$ cat config.mk
export PLATFORM = sky130hd
export DESIGN_NAME = pc_unit
export DESIGN_NICKNAME = d
export VERILOG_FILES = /design/src/rtl/pc_unit.sv
export SDC_FILE = /design/constraint.sdc
export NUM_CORES = 1
export LEC_CHECK = 0
export CORE_MARGIN = 4
export CORE_UTILIZATION = 40
export DETAILED_ROUTE_END_ITERATION = 8
export PLACE_DENSITY = 0.67
export SYNTH_ARGS = -nofsm -noshare
export SYNTH_HDL_FRONTEND = slang
export SYNTH_SLANG_ARGS = --single-unit
$ cat constraint.sdc
create_clock -name clk -period 3.9 [get_ports clk]
set_input_delay 0.39 -clock clk [delete_from_list [all_inputs] [get_ports clk]]
set_output_delay 0.39 -clock clk [all_outputs]
set_load 0.02 [all_outputs]
$ cat src/rtl/pc_unit.sv
// PC and fetch control: resolves branch/JAL/JALR redirects and misaligned-target traps; redirect reaches fetch_addr 1 cycle after an ack in FETCH.
// fetch_addr is held while fetch_req waits for fetch_ack; stall only blocks sequential advance, never a redirect.
module pc_unit #(
   parameter logic [31:0] RESET_VECTOR = 32'h0000_0000,
   parameter logic [31:0] TRAP_VECTOR  = 32'h0000_0100
) (
   input  logic        clk,
   input  logic        rst_n,
   input  logic        stall,
   input  logic        ex_valid,
   input  logic        ex_is_branch,
   input  logic        ex_is_jal,
   input  logic        ex_is_jalr,
   input  logic [31:0] ex_pc,
   input  logic [31:0] ex_imm,
   input  logic        alu_branch,
   input  logic [31:0] alu_result,
   output logic        fetch_req,
   output logic [31:0] fetch_addr,
   input  logic        fetch_ack,
   output logic        if_valid,
   output logic [31:0] if_pc,
   output logic        flush,
   output logic        trap,
   output logic [31:0] trap_tval
);

   typedef enum logic [1:0] {
      BOOT  = 2'd0,
      FETCH = 2'd1,
      DRAIN = 2'd2
   } state_t;

   state_t      state, state_nxt;
   logic [31:0] pc, pc_nxt;
   logic [31:0] pending, pending_nxt;
   logic        if_valid_nxt, flush_nxt, trap_nxt;

   logic        taken;
   logic [31:0] target;
   logic        misaligned;
   logic [31:0] next_pc;

   assign taken      = ex_valid & (ex_is_jal | ex_is_jalr | (ex_is_branch & alu_branch));
   assign target     = ex_is_jalr ? (alu_result & ~32'h1) : (ex_pc + ex_imm);
   assign misaligned = target[1:0] != 2'b00;
   assign next_pc    = misaligned ? TRAP_VECTOR : target;

   // In DRAIN the outstanding request keeps the old pc until memory acks it.
   assign fetch_req  = (state == FETCH) || (state == DRAIN);
   assign fetch_addr = pc;

   always_comb begin
      state_nxt    = state;
      pc_nxt       = pc;
      pending_nxt  = pending;
      if_valid_nxt = 1'b0;
      flush_nxt    = 1'b0;
      trap_nxt     = 1'b0;
      unique case (state)
         BOOT: begin
            state_nxt = FETCH;
         end
         FETCH: begin
            if (taken) begin
               flush_nxt = 1'b1;
               trap_nxt  = misaligned;
               if (fetch_ack) begin
                  pc_nxt = next_pc;
               end else begin
                  pending_nxt = next_pc;
                  state_nxt   = DRAIN;
               end
            end else if (fetch_ack && !stall) begin
               if_valid_nxt = 1'b1;
               pc_nxt       = pc + 32'd4;
            end
         end
         DRAIN: begin
            // Youngest redirect wins; the drained word is always discarded.
            if (taken) begin
               flush_nxt   = 1'b1;
               trap_nxt    = misaligned;
               pending_nxt = next_pc;
            end
            if (fetch_ack) begin
               pc_nxt    = taken ? next_pc : pending;
               state_nxt = FETCH;
            end
         end
         default: begin
            state_nxt = BOOT;
         end
      endcase
   end

   always_ff @(posedge clk or negedge rst_n) begin
      if (!rst_n) begin
         state     <= BOOT;
         pc        <= RESET_VECTOR;
         pending   <= RESET_VECTOR;
         if_valid  <= 1'b0;
         if_pc     <= 32'h0;
         flush     <= 1'b0;
         trap      <= 1'b0;
         trap_tval <= 32'h0;
      end else begin
         state    <= state_nxt;
         pc       <= pc_nxt;
         pending  <= pending_nxt;
         if_valid <= if_valid_nxt;
         flush    <= flush_nxt;
         trap     <= trap_nxt;
         if (if_valid_nxt) begin
            if_pc <= pc;
         end
         if (trap_nxt) begin
            trap_tval <= target;
         end
      end
   end

endmodule

# --- Word level (Yosys, flattened, before mapping) ---
# Index checks and enable logic that the tools add are counted.
totals:
  register_bits: 133
  latchBits: 0
  ram_bits: 0
  rom_bits: 0
  inputBits: 105
  out_inout_bits: 100
  word_cells: 53
  memories: 0
classes:
  addsub: 2
  multipliers: 0
  div_mod_pow: 0
  n_lt_le_gt_ge: 0
  eq_ne: 7
  shifts: 0
  mux: 22
  bitwise: 4
  n_reduce_logical: 10
op_table:
  columns: ["cell", "count"]
  rows:
  - ["32-bit 2-to-1 mux", 9]
  - ["32-bit case mux with 2 select lines", 2]
  - ["32-bit by 3-bit adder with 32-bit output, second input constant", 1]
  - ["32-bit adder", 1]
  - ["1-bit 2-to-1 mux", 7]
  - ["2-bit 2-to-1 mux", 3]
  - ["2-bit inequality test, second input constant", 3]
  - ["2-bit case mux with 3 select lines", 1]
  - ["3-bit AND reduction", 2]
  - ["4-bit AND reduction", 1]
  - ["2-bit nonzero test", 2]
  - ["3-bit by 2-bit inequality test with 1-bit output, second input constant", 1]
  - ["3-bit inequality test, second input constant", 1]
  - ["1-bit bitwise AND", 2]
  - ["2-bit by 1-bit == test with 1-bit output, second input constant", 1]
  - ["2-bit == test, second input constant", 1]
  - ["2-bit logical NOT", 1]
  - ["1-bit OR", 2]
  - ["2-bit OR reduction", 1]
  - ["1-bit logical AND", 1]
  - ["1-bit logical NOT", 1]
  - ["1-bit logical OR", 1]

# --- Logic depth before layout (Yosys ltp) ---
logic_depth:
  depth_word: 7
  depth_mapped: 11
  mapped_depth_nobuf: 11

# --- Least setup slack after synthesis ---
# Ideal clock, no wire load.
synth_path:
  path_type: "input -> register"
  startpoint: "input port ex_pc[0]"
  endpoint: "register pc[30], in the netlist fetch_addr[30]"
  setup_ns: 0.126
  arrival_time_ns: 2.597
  required_time_ns: 3.774
  slack_ns: 1.177
  path_stages: 11
  path_buffers: 0
  path_cell_list: "ha_1 > inv_1 > fa_1 > and2b_1 > o2111a_2 > o21ai_2 > o211a_1 > nor4_2 > o211ai_1 > and3_1 > a221o_1"
synth_via:
  elab_chain_len: 7
  elab_cells_between_ends: 9
  classes_between: "1 x add/sub; 7 x mux; 1 x reduce/logical"
synth_rtl:
  columns: ["item", "line_no", "rtl"]
  rows:
  - ["start: declaration", "14", "input logic [31:0] ex_pc,"]
  - ["32-bit adder *", "45", "assign target = ex_is_jalr ? (alu_result & ~32'h1) : (ex_pc + ex_imm);"]
  - ["32-bit 2-to-1 mux *", "45", null]
  - ["2-bit nonzero test", "46", "assign misaligned = target[1:0] != 2'b00;"]
  - ["32-bit 2-to-1 mux *", "47", "assign next_pc = misaligned ? TRAP_VECTOR : target;"]
  - ["32-bit 2-to-1 mux (on tied branches)", null, null]
  - ["32-bit 2-to-1 mux (on tied branches)", "86, 65", null]
  - ["32-bit case mux with 2 select lines *", "60", "unique case (state)"]
  - ["end signal: assignment", "109", "pc <= pc_nxt;"]
  - ["end: declaration", "35", "logic [31:0] pc, pc_nxt;"]
# Mark *: on every way between the ends. The rest lies on a longest branch, timed or not. The select of a mux whose other input is x is not followed.
# A chain may end at the register's enable or synchronous reset.

# --- Worst setup path in the final report ---
layout_path:
  startpoint: "input port ex_pc[0]"
  endpoint: "register trap_tval[26]"
layout_via:
  elab_chain_len: 5
layout_rtl:
  columns: ["item", "line_no", "rtl"]
  rows:
  - ["32-bit adder *", "45", null]
  - ["32-bit 2-to-1 mux *", "45", null]
  - ["2-bit nonzero test", "46", null]
  - ["1-bit 2-to-1 mux", "65, 81", null]
  - ["1-bit 2-to-1 mux", null, null]
  - ["end signal: assignment", "118", "trap_tval <= target;"]
  - ["end: declaration", "25", "output logic [31:0] trap_tval"]
# Mark *: on every way between the ends. The rest lies on a longest branch, timed or not.

==> flow_summary.toml <==
[global_routing]
grt_pass1_vias = 7495
grt_max_degree = 94
grt_usage = 0.2115
grt_pass1_wl_um = 40780
overflow = 0
antenna_found_initial = 0

[worst_setup_path]
path_max_fanout = 4
arrival_ns = 3.40
endpoint_kind = "flop"
critical_path_class = "in2reg"
cp-start-kind = "input port"
cp_data_required_time_ns = 4.25

[placed_design]
place.port_buffers = 203
dp_hpwl_um = 19000
pre_cts_slack_ns = 0.4187
place_congestion = 0.8393

[clock_network]
cts_buffer_depth = 2
clock-root-buffer = "clkbuf_16"
cts_resized = 0
post-cts-setup-buffers = 0
cts_tree = "done"
path_clk_slew_ns = 0.05
cts_hold_buf = 0
htree_num_levels = 4
numCtsBuffers = 17
clock_latency_ns = 0.42
cts_sinks = 133

[timing]
max-slew-margin-rel = 0.3299
layout_worst_path_cycle_share = 0.7818
min_period_ns = 3.049
drv_slew = 0
finalClockSkew_ns = 0.01163
rsz0062_at_grt = "no"
setup_viol = 0
fmax_mhz = 328.0
setup_slack_ns = 0.8509
tightestPinTransition_ns = 1.005
hold_viol = 0
tns_ns = 0

[synth]
synth.area.mux_share = 0.06294
syn_avg_cell_area_um2 = 8.956
synth_top_area_share = 0.3912
synth_fa_ha_area_frac = 0.05529
synth_cells = 950
synth_compound_area_frac = 0.2321
synth_nets = 1092
synth_warnings = 0
synth_area_leaders = "dfrtp_1 (39%), nand2_1 (6.5%), ha_1 (5.3%)"
async_flop_share = 1.000
synth_area_um2 = 8508
ys_ff_latch = 133
synth_top_cell_by_area = "dfrtp_1"
yosysUniqueCellTypes = 78
synth-simple-area-share = 0.1797
synth_xor_xnor_area_share = 0.04118
synthFlopType = "dfrtp_1"
synth_edf_count = 0
synth_top_family_by_area = "compound AO/OA/AOI/OAI gates"
ys_seq_area_frac = 0.3912

[detailed_routing]
wire_per_inst_um = 17.87
drc_errors = 0
viasPerCell = 5.568
drt_iter0_markers = 462
via_count = 7873
antenna_left = 0
first_pass_iters = 7
wirelength_um = 25270

[flow_run]
maxCapViolCount = 0

[finish]
fillCellCount = 1981
final_nets = 1268
area_growth_pct = 33.96
antennaDiodeCount = 0
drive_gt1_frac = 0.09043
post-route-util = 0.5439

[floorplan]
rows = 53
coreArea_um2 = 20960
die_area_um2 = 23670
die_h_um = 153.8
start_util = 0.4060
ios = 205
die_x_um = 153.8

[min_path]
min_path_type = "in2async"

[pwr]
powerDensity_nw_per_um2 = 680.9
power_leakage_uw = 0.004803
peakVddDrop_uv = 334.7

[outcome]
status = "completed"
-- metrics by stage --
stage               instance area [um2]  hold WS, ns  total power [uW]  std cells
floorplan                          8508      0.09441              4478        950
global placement                  10760       0.4598              6011       1382
detailed placement                10760       0.4659              6087       1382
CTS                               11400       0.1132              7815       1414
global route                      11400       0.1550              8262       1414
finish                            11400      0.07822              7760       1414
-- state kept, by name, indices dropped and copies added (netlist names) --
signal,cells
flush,1
pending,32
trap_tval,32
state,2
trap,1
if_pc,32
if_valid,1
fetch_addr,32
-- cells in the final DEF (no fill, tap or decap), types with 12 or more instances in the layout --
cell             Yosys  layout
nand2_1            148     148
dfrtp_1            133     133
buf_4                0      13
ha_1                36      35
nor3_1              17      16
o21a_1              18      18
nand3_1             21      21
a21oi_1             50      50
a21o_1              24      24
nor2_1              48      48
clkbuf_16            0      17
o31ai_1             12      12
xnor2_1             20      20
and2_1              13      13
nand4_1             19      19
o21ai_0             80      80
mux2i_1             13      13
mux2_2              35      35
inv_1               17      17
clkdlybuf4s50_1      0     202
o21ai_1             15      14
xor2_1              20      20
-- critical path, cell delays in order --
cell and delay [ns]:
clkdlybuf4s50_1 0.46, ha_1 0.16, inv_1 0.05, fa_1 0.40, and2b_1 0.24, o2111a_2 0.23
o21ai_2 0.07, o211a_1 0.30, nor4_2 0.40, nor3_1 0.11, o31ai_2 0.37, mux2_2 0.23
-- cell usage after synthesis (7+ instances only) --
| master | number |
|---|---|
| a21o_1 | 24 |
| inv_1 | 17 |
| o211ai_1 | 11 |
| nor3_1 | 17 |
| and2_1 | 13 |
| dfrtp_1 | 133 |
| a31oi_1 | 11 |
| o21ai_0 | 80 |
| nand2_1 | 148 |
| mux2_2 | 35 |
| o21ai_1 | 15 |
| xor2_1 | 20 |
| clkbuf_1 | 40 |
| nand3_1 | 21 |
| mux2i_1 | 13 |
| a21oi_1 | 50 |
| o21a_1 | 18 |
| ha_1 | 36 |
| nand2b_1 | 7 |
| xnor2_1 | 20 |
| o31ai_1 | 12 |
| a22oi_1 | 8 |
| and3_1 | 11 |
| a22o_1 | 7 |
| nor2_1 | 48 |
| buf_2 | 16 |
| nand4_1 | 19 |
-- final cells by class --
| class | instances | area, um2 | area share |
|---|---|---|---|
| Multi-Input combinational cell | 739 | 4871 | 0.4274 |
| Sequential cell | 133 | 3328 | 0.2920 |
| Timing Repair Buffer | 217 | 2151 | 0.1887 |
| Clock buffer | 23 | 488.0 | 0.04281 |
| Tap cell | 275 | 344.1 | 0.03019 |
| Clock inverter | 9 | 147.6 | 0.01295 |
| Inverter | 18 | 67.56 | 0.005928 |
-- path summary, 6_finish.rpt --
check,startpoint,to,slack [ns],cells after the start
setup / recovery,ex_pc[0],trap_tval[26]$_DFFE_PN0P_,0.85,12
min in group clk,pending[13]$_DFFE_PN0P_,pending[13]$_DFFE_PN0P_,0.47,2
hold reg to reg,pending[13]$_DFFE_PN0P_,pending[13]$_DFFE_PN0P_,0.47,2
setup reg to reg,state[0]$_DFFE_PN0P_,fetch_addr[27]$_DFFE_PN0P_,1.24,7
max in group asynchronous,rst_n,fetch_addr[14]$_DFFE_PN0P_,2.99,2
hold / removal,rst_n,if_pc[28]$_DFFE_PN0P_,0.08,1
-- layer usage --
metal  vias up  share of wire  GRT usage  routed length [um]
met4         0          0.015    0.05593                 383
met5         -              0          0                   0
met3        31          0.057    0.03940                1438
met1      3777           0.47     0.3028               11820
li1       3811              -          -                   -
met2       254           0.46     0.3311               11630
-- cells by family (layout without fill, tap and decap cells) --
group	Yosys count	count (layout)
DFF	133	133
adders and majority gates	37	37
buffers and inverters	78	267
muxes	49	49
xor gates and xnor gates	40	40
AOI/OAI and AO/OA	293	293
and+or+nand+nor	320	320
-- where the power goes --
part	switching, uW	internal, uW
Clock	569	1130
Combinational	1940	1650
Sequential	518	1950
Power figures use the tool's default switching activity.
